$ cat src/rtl/alu_pkg.sv
// Shared definitions for the sequential ALU.
//   alu_mode_e  : operation select encoding (mode input values 0x0..0xD;
//                 0xE/0xF are unnamed and produce c=0)
//   alu_state_e : control FSM states, also exported on the debug port
//   FLG_*       : bit positions inside the 4-bit flags vector
package alu_pkg;

    typedef enum logic [3:0] {
        ALU_ADD  = 4'h0,
        ALU_ADC  = 4'h1,
        ALU_SUB  = 4'h2,
        ALU_SBB  = 4'h3,
        ALU_SHL  = 4'h4,
        ALU_SHR  = 4'h5,
        ALU_AND  = 4'h6,
        ALU_OR   = 4'h7,
        ALU_NOT  = 4'h8,
        ALU_XOR  = 4'h9,
        ALU_NAND = 4'hA,
        ALU_NOR  = 4'hB,
        ALU_MUL  = 4'hC,
        ALU_CMP  = 4'hD
    } alu_mode_e;

    typedef enum logic [1:0] {
        ST_IDLE = 2'd0,
        ST_EXEC = 2'd1,
        ST_DONE = 2'd2
    } alu_state_e;

    localparam int FLG_C  = 0;
    localparam int FLG_B  = 1;
    localparam int FLG_Z  = 2;
    localparam int FLG_LT = 3;

endpackage

$ cat src/rtl/alu_comb.sv
// Single-cycle combinational datapath of the sequential ALU.
// Ports:
//   a, b        : operands
//   mode        : operation select (alu_mode_e encoding)
//   carry_in    : carry consumed by ADC
//   borrow_in   : borrow consumed by SBB
//   result      : WIDTH-bit result; SHL/SHR/CMP pass a through (zero-length
//                 shift case), MUL and 0xE/0xF return 0 (MUL is iterated
//                 by the top level)
//   carry_out   : carry out of the WIDTH-bit add
//   borrow_out  : borrow out of the WIDTH-bit subtract
module alu_comb
    import alu_pkg::*;
#(
    parameter int WIDTH = 8
) (
    input  logic [WIDTH-1:0] a,
    input  logic [WIDTH-1:0] b,
    input  logic [3:0]       mode,
    input  logic             carry_in,
    input  logic             borrow_in,
    output logic [WIDTH-1:0] result,
    output logic             carry_out,
    output logic             borrow_out
);

    logic           add_cin;
    logic           sub_bin;
    logic [WIDTH:0] sum;
    logic [WIDTH:0] diff;

    // Plain ADD/SUB ignore the stored carry/borrow.
    assign add_cin = (mode == ALU_ADC) & carry_in;
    assign sub_bin = (mode == ALU_SBB) & borrow_in;

    // One extra bit captures carry out; for the subtract the extra bit is
    // set exactly when the true difference went negative (borrow).
    assign sum  = {1'b0, a} + {1'b0, b} + {{WIDTH{1'b0}}, add_cin};
    assign diff = {1'b0, a} - {1'b0, b} - {{WIDTH{1'b0}}, sub_bin};

    assign carry_out  = sum[WIDTH];
    assign borrow_out = diff[WIDTH];

    always_comb begin
        result = '0;
        case (mode)
            ALU_ADD, ALU_ADC:          result = sum[WIDTH-1:0];
            ALU_SUB, ALU_SBB:          result = diff[WIDTH-1:0];
            ALU_SHL, ALU_SHR, ALU_CMP: result = a;
            ALU_AND:                   result = a & b;
            ALU_OR:                    result = a | b;
            ALU_NOT:                   result = ~a;
            ALU_XOR:                   result = a ^ b;
            ALU_NAND:                  result = ~(a & b);
            ALU_NOR:                   result = ~(a | b);
            default:                   result = '0;
        endcase
    end

endmodule

$ cat src/rtl/alu_seq.sv
// Sequential ALU: handshaked operands in, handshaked result out, with a
// persistent flags register feeding ADC/SBB, bit-serial variable shifts and
// a WIDTH-cycle shift-add multiply.
// Ports:
//   clk, rst    : clock, synchronous active-high reset
//   in_valid    : operands/mode presented      in_ready : idle, can accept
//   a, b, mode  : operands and operation; b[SHW-1:0] is the shift amount
//   flags_clr   : clear flags register (honoured in IDLE only)
//   out_valid   : result held               out_ready : consumer takes it
//   c           : registered result
//   flags       : {lt, zero, borrow, carry}
//   dbg_state   : current FSM state, for observation only
//
// Handshake: a transfer happens on a rising edge where valid and ready are
// both high. in_ready is high only in IDLE; out_valid is high only in DONE
// and stays high, with c/flags stable, until out_ready is seen.
module alu_seq
    import alu_pkg::*;
#(
    parameter int WIDTH = 8
) (
    input  logic             clk,
    input  logic             rst,
    input  logic             in_valid,
    output logic             in_ready,
    input  logic [WIDTH-1:0] a,
    input  logic [WIDTH-1:0] b,
    input  logic [3:0]       mode,
    input  logic             flags_clr,
    output logic             out_valid,
    input  logic             out_ready,
    output logic [WIDTH-1:0] c,
    output logic [3:0]       flags,
    output alu_state_e       dbg_state
);

    localparam int SHW = $clog2(WIDTH);
    localparam int CW  = SHW + 1;     // counter must reach WIDTH for MUL

    alu_state_e       state, state_nx;
    logic [CW-1:0]    cnt;
    logic [WIDTH-1:0] op_a, op_b, work;
    logic [3:0]       op_mode, flag_q;
    logic [2*WIDTH-1:0] prod;

    logic             accept, exec_last, is_shift;
    logic [SHW-1:0]   shamt;
    logic [3:0]       base_flags, single_flags, exec_flags;
    logic [WIDTH-1:0] comb_result, exec_result, work_shl, work_shr;
    logic             comb_carry, comb_borrow;
    logic [WIDTH:0]   mul_sum;
    logic [2*WIDTH-1:0] prod_nx;

    assign shamt    = b[SHW-1:0];
    assign is_shift = (mode == ALU_SHL) || (mode == ALU_SHR);

    assign in_ready  = (state == ST_IDLE);
    assign out_valid = (state == ST_DONE);
    assign flags     = flag_q;
    assign dbg_state = state;

    // A clear arriving with an operation takes effect before the operation.
    assign base_flags = flags_clr ? 4'h0 : flag_q;

    alu_comb #(.WIDTH(WIDTH)) u_comb (
        .a          (a),
        .b          (b),
        .mode       (mode),
        .carry_in   (base_flags[FLG_C]),
        .borrow_in  (base_flags[FLG_B]),
        .result     (comb_result),
        .carry_out  (comb_carry),
        .borrow_out (comb_borrow)
    );

    always_comb begin
        single_flags         = base_flags;
        single_flags[FLG_Z]  = (comb_result == '0);
        single_flags[FLG_LT] = (a < b);
        if (mode == ALU_ADD || mode == ALU_ADC) single_flags[FLG_C] = comb_carry;
        if (mode == ALU_SUB || mode == ALU_SBB) single_flags[FLG_B] = comb_borrow;
    end

    // One iteration step. Multiplier sits in prod's low half and is consumed
    // LSB first while partial sums accumulate in the upper half.
    assign work_shl = {work[WIDTH-2:0], 1'b0};
    assign work_shr = {1'b0, work[WIDTH-1:1]};
    assign mul_sum  = {1'b0, prod[2*WIDTH-1:WIDTH]} + (prod[0] ? {1'b0, op_a} : '0);
    assign prod_nx  = {mul_sum, prod[WIDTH-1:1]};

    always_comb begin
        exec_result = work_shr;
        if (op_mode == ALU_MUL)      exec_result = prod_nx[WIDTH-1:0];
        else if (op_mode == ALU_SHL) exec_result = work_shl;

        exec_flags         = flag_q;
        exec_flags[FLG_Z]  = (exec_result == '0);
        exec_flags[FLG_LT] = (op_a < op_b);
        if (op_mode == ALU_MUL)      exec_flags[FLG_C] = |prod_nx[2*WIDTH-1:WIDTH];
        else if (op_mode == ALU_SHL) exec_flags[FLG_C] = work[WIDTH-1];
        else                         exec_flags[FLG_B] = work[0];
    end

    always_comb begin
        state_nx  = state;
        accept    = 1'b0;
        exec_last = 1'b0;
        case (state)
            ST_IDLE: begin
                if (in_valid) begin
                    accept = 1'b1;
                    if ((mode == ALU_MUL) || (is_shift && shamt != '0))
                        state_nx = ST_EXEC;
                    else
                        state_nx = ST_DONE;
                end
            end
            ST_EXEC: begin
                if (cnt == CW'(1)) begin
                    exec_last = 1'b1;
                    state_nx  = ST_DONE;
                end
            end
            ST_DONE: begin
                if (out_ready) state_nx = ST_IDLE;
            end
            default: state_nx = ST_IDLE;
        endcase
    end

    always_ff @(posedge clk) begin
        if (rst) begin
            state   <= ST_IDLE;
            cnt     <= '0;
            c       <= '0;
            flag_q  <= '0;
            op_a    <= '0;
            op_b    <= '0;
            op_mode <= '0;
            work    <= '0;
            prod    <= '0;
        end else begin
            state <= state_nx;
            case (state)
                ST_IDLE: begin
                    if (flags_clr) flag_q <= 4'h0;
                    if (accept) begin
                        op_a    <= a;
                        op_b    <= b;
                        op_mode <= mode;
                        if (mode == ALU_MUL) begin
                            prod <= {{WIDTH{1'b0}}, b};
                            cnt  <= CW'(WIDTH);
                        end else if (is_shift && shamt != '0) begin
                            work <= a;
                            cnt  <= {1'b0, shamt};
                        end else begin
                            c      <= comb_result;
                            flag_q <= single_flags;
                        end
                    end
                end
                ST_EXEC: begin
                    cnt <= cnt - CW'(1);
                    if (op_mode == ALU_MUL)      prod <= prod_nx;
                    else if (op_mode == ALU_SHL) work <= work_shl;
                    else                         work <= work_shr;
                    if (exec_last) begin
                        c      <= exec_result;
                        flag_q <= exec_flags;
                    end
                end
                default: ;
            endcase
        end
    end

endmodule

$ cat config.mk
export PLATFORM = sky130hd
export DESIGN_NAME = alu_seq
export DESIGN_NICKNAME = d
export VERILOG_FILES = /design/src/rtl/alu_pkg.sv /design/src/rtl/alu_comb.sv /design/src/rtl/alu_seq.sv
export SDC_FILE = /design/constraint.sdc
export NUM_CORES = 1
export LEC_CHECK = 0
export ABC_CLOCK_PERIOD_IN_PS = 4200
export CAP_MARGIN = 10
export CORE_MARGIN = 2
export CORE_UTILIZATION = 50
export CTS_CLUSTER_SIZE = 24
export DETAILED_ROUTE_END_ITERATION = 7
export GPL_TIMING_DRIVEN = 1
export PLACE_DENSITY_LB_ADDON = 0.2
export SETUP_SLACK_MARGIN = 0.5
export SLEW_MARGIN = 10
export SYNTH_ARGS = -nofsm -noshare
export SYNTH_HDL_FRONTEND = slang
export SYNTH_SLANG_ARGS = --single-unit
export TNS_END_PERCENT = 100
$ cat constraint.sdc
create_clock -name clk -period 4.2 [get_ports clk]
set_clock_uncertainty 0.15 [all_clocks]
set_input_delay 0.84 -clock clk [delete_from_list [all_inputs] [get_ports clk]]
set_output_delay 0.84 -clock clk [all_outputs]
set_load 0.005 [all_outputs]
# Word level (Yosys, flattened, before mapping)
# Index checks and enable logic that the tools add are counted.
word_totals:
  reg_bits: 62
  in_bits: 25
  output_inout_bits: 16
  wordCells: 126
op_classes:
  muxes: 43
  order_cmp: 2
  reduce_logical: 24
  bitwise: 8
  n_addsub: 6
  eq_ne: 32
op_table:
  columns: ["operator", "n"]
  rows:
  - ["$mux W8", 11]
  - ["$pmux W8 S9", 1]
  - ["$mux W16", 3]
  - ["$mux W4", 8]
  - ["$pmux W16 S2", 1]
  - ["$pmux W8 S2", 2]
  - ["$eq A4 B4 Y1 const B", 7]
  - ["$not A8 Y8", 3]
  - ["$eq A4 B3 Y1 const B", 5]
  - ["$add A8 B8 Y9", 2]
  - ["$logic_not A8 Y1", 2]
  - ["$lt A8 B8 Y1", 2]
  - ["$ne A2 B2 Y1 const B", 8]
  - ["$pmux W4 S2", 2]
  - ["$mux W1", 10]
  - ["$reduce_and A5 Y1", 2]
  - ["$add A9 B1 Y9", 1]
  - ["$reduce_and A3 Y1", 3]
  - ["$sub A8 B8 Y9", 1]
  - ["$sub A9 B1 Y9", 1]
  - ["$and A8 B8 Y8", 1]
  - ["$eq A4 B1 Y1 const B", 2]
  - ["$eq A4 B2 Y1 const B", 2]
  - ["$mux W2", 4]
  - ["21 further kinds", 31]

# Longest topological paths before layout
logic_depth:
  word_depth: 9
  mapped_depth: 13
  mapped_depth_nobuf: 11

# By module
# A second synthesis with hierarchy kept.
hier_totals:
  cells_unflattened: 703
  hier_area_um2: 5338.9
modules_own_cells:
  columns: ["module", "area_per_inst_um2", "cells_each", "instances", "seq_area_each_um2"]
  rows:
  - ["alu_seq", 3887.5, 504, 1, 1241.2]
  - ["alu_comb", 1451.4, 199, 1, 0.0]

# Worst setup path before layout
# OpenSTA, ideal clock, no wires.
synth_path:
  path_kind: "input -> register"
  startpoint: "input port mode[1]"
  endpoint: "register flag_q[2], in the netlist flags[2]"
  setup_slack_ns: 0.475
  arrival_time_ns: 3.515
  path_buffers: 3
  setup_ns: 0.060
  required_time_ns: 3.990
  cell_stages: 12
  cell_sequence: "clkbuf_2 buf_2 buf_1 nand4_1 fa_1 fa_1 o21a_1 or3_1 a21boi_0 o221ai_1 nor4_1 a41o_1"
synth_between:
  elab_chain_len: 9
  word_cells_on_any_way: 29
  classes_between: "add/sub: 2; eq/ne: 13; mux: 5; bitwise: 2; reduce/logical: 7"
synth_lines:
  columns: ["item", "line_no", "source"]
  rows:
  - ["from (decl)", "alu_seq.sv:28", "input logic [3:0] mode,"]
  - ["$eq A4 B2 Y1 / $eq A4 B1 Y1 (equally long branches)", "alu_comb.sv:34, alu_comb.sv:46, alu_comb.sv:33", null]
  - ["$and A1 B1 Y1 (on tied branches)", "alu_comb.sv:34, alu_comb.sv:33", null]
  - ["$sub A9 B1 Y9 / $add A9 B1 Y9 (equally long branches)", "alu_comb.sv:39, alu_comb.sv:38", null]
  - ["$pmux W8 S9", "alu_comb.sv:46", "case (mode)"]
  - ["$logic_not A8 Y1", "alu_seq.sv:78", "single_flags[FLG_Z] = (comb_result == '0);"]
  - ["$mux W4", "alu_seq.sv:154", "end else if (is_shift && shamt != '0) begin"]
  - ["$mux W4 *", "alu_seq.sv:151", "if (mode == ALU_MUL) begin"]
  - ["$mux W4 *", "alu_seq.sv:147", "if (accept) begin"]
  - ["$pmux W4 S2 *", "alu_seq.sv:144", "case (state)"]
  - ["to (signal assigned)", "alu_seq.sv:159", "flag_q <= single_flags;"]
  - ["to (signal assigned)", "alu_seq.sv:170", "flag_q <= exec_flags;"]
  - ["to (decl)", "alu_seq.sv:43", "logic [3:0] op_mode, flag_q;"]
# Every way passes the cells marked *; elsewhere a longest branch is shown, timed or not.
# A chain may end at the register's enable or synchronous reset.

# Final worst setup path
layout_path:
  startpoint: "input port mode[3]"
  endpoint: "register flag_q[2], in the netlist flags[2]"
# The elaborated chain is that of the path after synthesis.

==> summary.md <==
| Metric | Value |
|---|---|
| Slew Viols, Final | 0 |
| DRC violations left | 0 |
| Grt ovf | 0 |
| CTS Sinks | 62 |
| PD cells | 280 nW/um^2 |
| Maximum VDD drop | 166 uV |
| Distinct cells, synth | 77 |
| Via Count | 5555 |
| Top_reg_cell synth | dfxtp_1 |
| Cells after Synth | 707 |
| Router iterations before antenna repair | 6 |
| Hold Buf Count CTS | 0 |
| WL/cell | 19.9 um |
| Synth warn | 0 |
| Most frequent cells in the layout | nand2_1 (85), dfxtp_1 (62), nor2_1 (61) |
| Worst slew pin tran | 0.726 ns |
| Clk buf depth | 2 |
| Required @ worst endpoint | 4.36 ns |
| IO Port Bufs | 40 |
| CP startpoint | mode[3] |
| HP Start | op_b[5] |
| WHS Endpoint | op_b[5] |
| Crit path max fanout | 3 |
| Post-Synth Adder-Cell Area | 0.145 |
| Critical Path Most Common Cell | fa_1 |
| Worst R2R End | flags[2] |
| Total negative slack | 0 ns |
| Drt first-iter violations | 535 |
| Post-synthesis mux area share | 0.0538 |
| Worst path cell trace | clkdlybuf4s50_1, nor3_2, and3_1, fa_1, inv_1, fa_1, nor2b_1, nor3_1, a311oi_2, nand4_1, nor4_2, a41o_1 |
| Core area | 10700 sq um |
| Arrival @ worst endpoint | 3.82 ns |
| Total GRT Usage | 0.312 |
| Compound-cell area share of the yosys netlist | 0.267 |
| Synth Cell Area | 5440 sq um |
| Syn nets | 792 |
| Largest family of logic cells by synthesized area | compound AO/OA/AOI/OAI gates |
| Ports | 41 |
| Postcts setup bufs | 0 |
| Maxcap violations | 0 |
| Worst-path clk slew | 0.07 ns |
| Die Y | 108 um |
| Post-synthesis simple-gate area fraction | 0.224 |
| Total CTS buffers | 9 |
| Commonest non-fill, non-tap cell in the layout | nand2_1 |
| Total power | 0.00177 W |
| Slowest CP cell | clkdlybuf4s50_1 |
| Largest net degree at the start of global routing | 58 |
| Syn Area/Cell | 7.69 sq um |
| N_diodes | 0 |
| Crit share post-route | 0.871 |
| Initial core utilization | 0.506 |
| Reg2Reg Depth | 10 |
| Nets | 830 |
| Routability congestion estimate | 0.968 |
| Initial antenna violation count | 0 |
| First-pass GRT wire length | 28200 um |
| Vias/cell | 6.24 |
| Final Setup Violations | 0 |
| Layout cells sized above 1 | 0.105 |
| Worst hold path class | flip-flop to flip-flop |
| Fin Hold WS | 0.308 ns |
| FP Rows | 38 |
| Skew-Pair Late Insertion Delay | 0.37 ns |
| Root Driver | clkbuf_8 |
| Crit Path Class | primary input to flip-flop |
| Total Wirelength | 17700 um |
| Async SR Flop Fraction | 0 |
| Die ar. | 11700 sq um |
| Vias in the first global route | 5338 |
| Worst Setup End Kind | flip-flop |
| Crit start category | primary input |
| Crit-path max cell delay | 0.48 ns |
| Status | finished clean |
| Reg2reg setup slack | 1.11 ns |
| Detail Placement HPWL | 13400 um |
| XOR/XNOR Fraction of Synth Area | 0.0177 |
| Relative slew margins | 0.514 |
| Sequential share of the synthesized area | 0.228 |
| Detail Route Antenna Nets | 0 |
| Final Hold Viols | 0 |
| Htree depth | 3 |
| RSZ-0062 raised after global routing | false |
| Synth-to-Final Area Change | 15.8% |
| Leakage power | 2.52 nW |
| Fmax | 273 MHz |
| Cells on Worst Hold Path | 2 |
| Tmin final | 3.66 ns |
| EDFF count, synth | 0 |
| Die W | 108 um |
| Launching point of the worst reg2reg path | flags[1] |
| Synthesis-stage register bit count | 62 |
| CTS tree | yes |
## through the flow
step / std cells / cell area [sq um] / util / setup WS [ns]
after floorplan: 707 / 5440 / - / 0.589
after global placement: 874 / 6060 / 0.564 / 0.146
after detailed placement: 874 / 6060 / 0.564 / 0.0189
after CTS: 890 / 6250 / 0.581 / 0.490
after global routing: 890 / 6290 / 0.586 / 0.476
final: 890 / 6290 / 0.586 / 0.540
## flip-flops by register name (all words and copies together), names as in the netlist
signal,cells
op_mode,4
dbg_state,2
prod,16
op_b,8
cnt,4
op_a,8
flags,4
work,8
c,8
## final cells by class
cell class / count / area [sq um]
Tap cell: 140 / 175
Clock buffer: 11 / 151
Sequential cell: 62 / 1240
Fill cell: 1033 / 4450
Timing Repair Buffer: 68 / 606
Clock inverter: 5 / 33.8
Multi-Input combinational cell: 556 / 3910
Inverter: 48 / 180
## synthesized netlist by cell type, types with 6 or more instances
cell | number | area [sq um]
a211oi_1 | 15 | 113
a21o_1 | 8 | 60.1
a21oi_1 | 51 | 255
a22oi_1 | 9 | 67.6
a311oi_1 | 15 | 131
a31oi_1 | 7 | 43.8
and2_1 | 11 | 68.8
buf_2 | 10 | 50.1
clkbuf_1 | 27 | 101
dfxtp_1 | 62 | 1240
ha_1 | 55 | 688
inv_1 | 48 | 180
mux2i_1 | 21 | 210
nand2_1 | 85 | 319
nand2b_1 | 6 | 37.5
nand3_1 | 10 | 50.1
nor2_1 | 62 | 233
nor2b_1 | 9 | 56.3
nor3_1 | 20 | 100
nor4_1 | 7 | 43.8
o21a_1 | 7 | 52.6
o21ai_0 | 31 | 155
o21bai_1 | 6 | 45.0
o31ai_1 | 8 | 60.1
or3_1 | 6 | 37.5
xor2_1 | 6 | 52.6
## worst max path at each step
stage	end	slack, ns	cells past startpoint
2_1_floorplan	flags[2]	0.59	12
6_report	flags[2]	0.54	12
5_1_grt	flags[2]	0.48	11
3_5_place_dp	flags[2]	0.02	12
3_3_place_gp	flags[2]	0.15	12
4_1_cts	flags[2]	0.49	12
## kinds of logic (layout without fill, tap and decap cells)
logic type,after synthesis,count (layout)
xor+xnor,11,11
compound gates,210,210
fa+ha+maj,60,60
mux,27,27
simple gates,248,248
flops,62,62
buf+inv,89,132
## routing by layer
metal,vias to the layer above,GRT usage,part of all wire
li1,2626,-,-
met1,2625,0.411,0.43
met2,250,0.490,0.45
met3,54,0.0579,0.071
met4,0,0.151,0.046
met5,-,0,0
## worst max-delay path: cells and delay by family
family | cells | cell delay (ns)
AND/OR/NAND/NOR | 6 | 1.34
adder cells (fa/ha/maj) | 2 | 0.59
buffers and inverters | 2 | 0.53
AO/OA/AOI/OAI | 2 | 0.51
## report_power, final
| group | leakage (nW) | total, W | internal, W | switching, W |
|---|---|---|---|---|
| Clock | 0.0913 | 0.000506 | 0.000245 | 0.000261 |
| Sequential | 0.506 | 0.000673 | 0.000629 | 0.0000440 |
| Combinational | 1.93 | 0.000586 | 0.000254 | 0.000332 |
| Total | 2.52 | 0.00177 | 0.00113 | 0.000637 |
## repair_timing
item,in CTS,in global routing
gates resized for setup,2,13
setup endpoints to repair,2,4
pin swaps,0,1
Power figures use the tool's default switching activity.
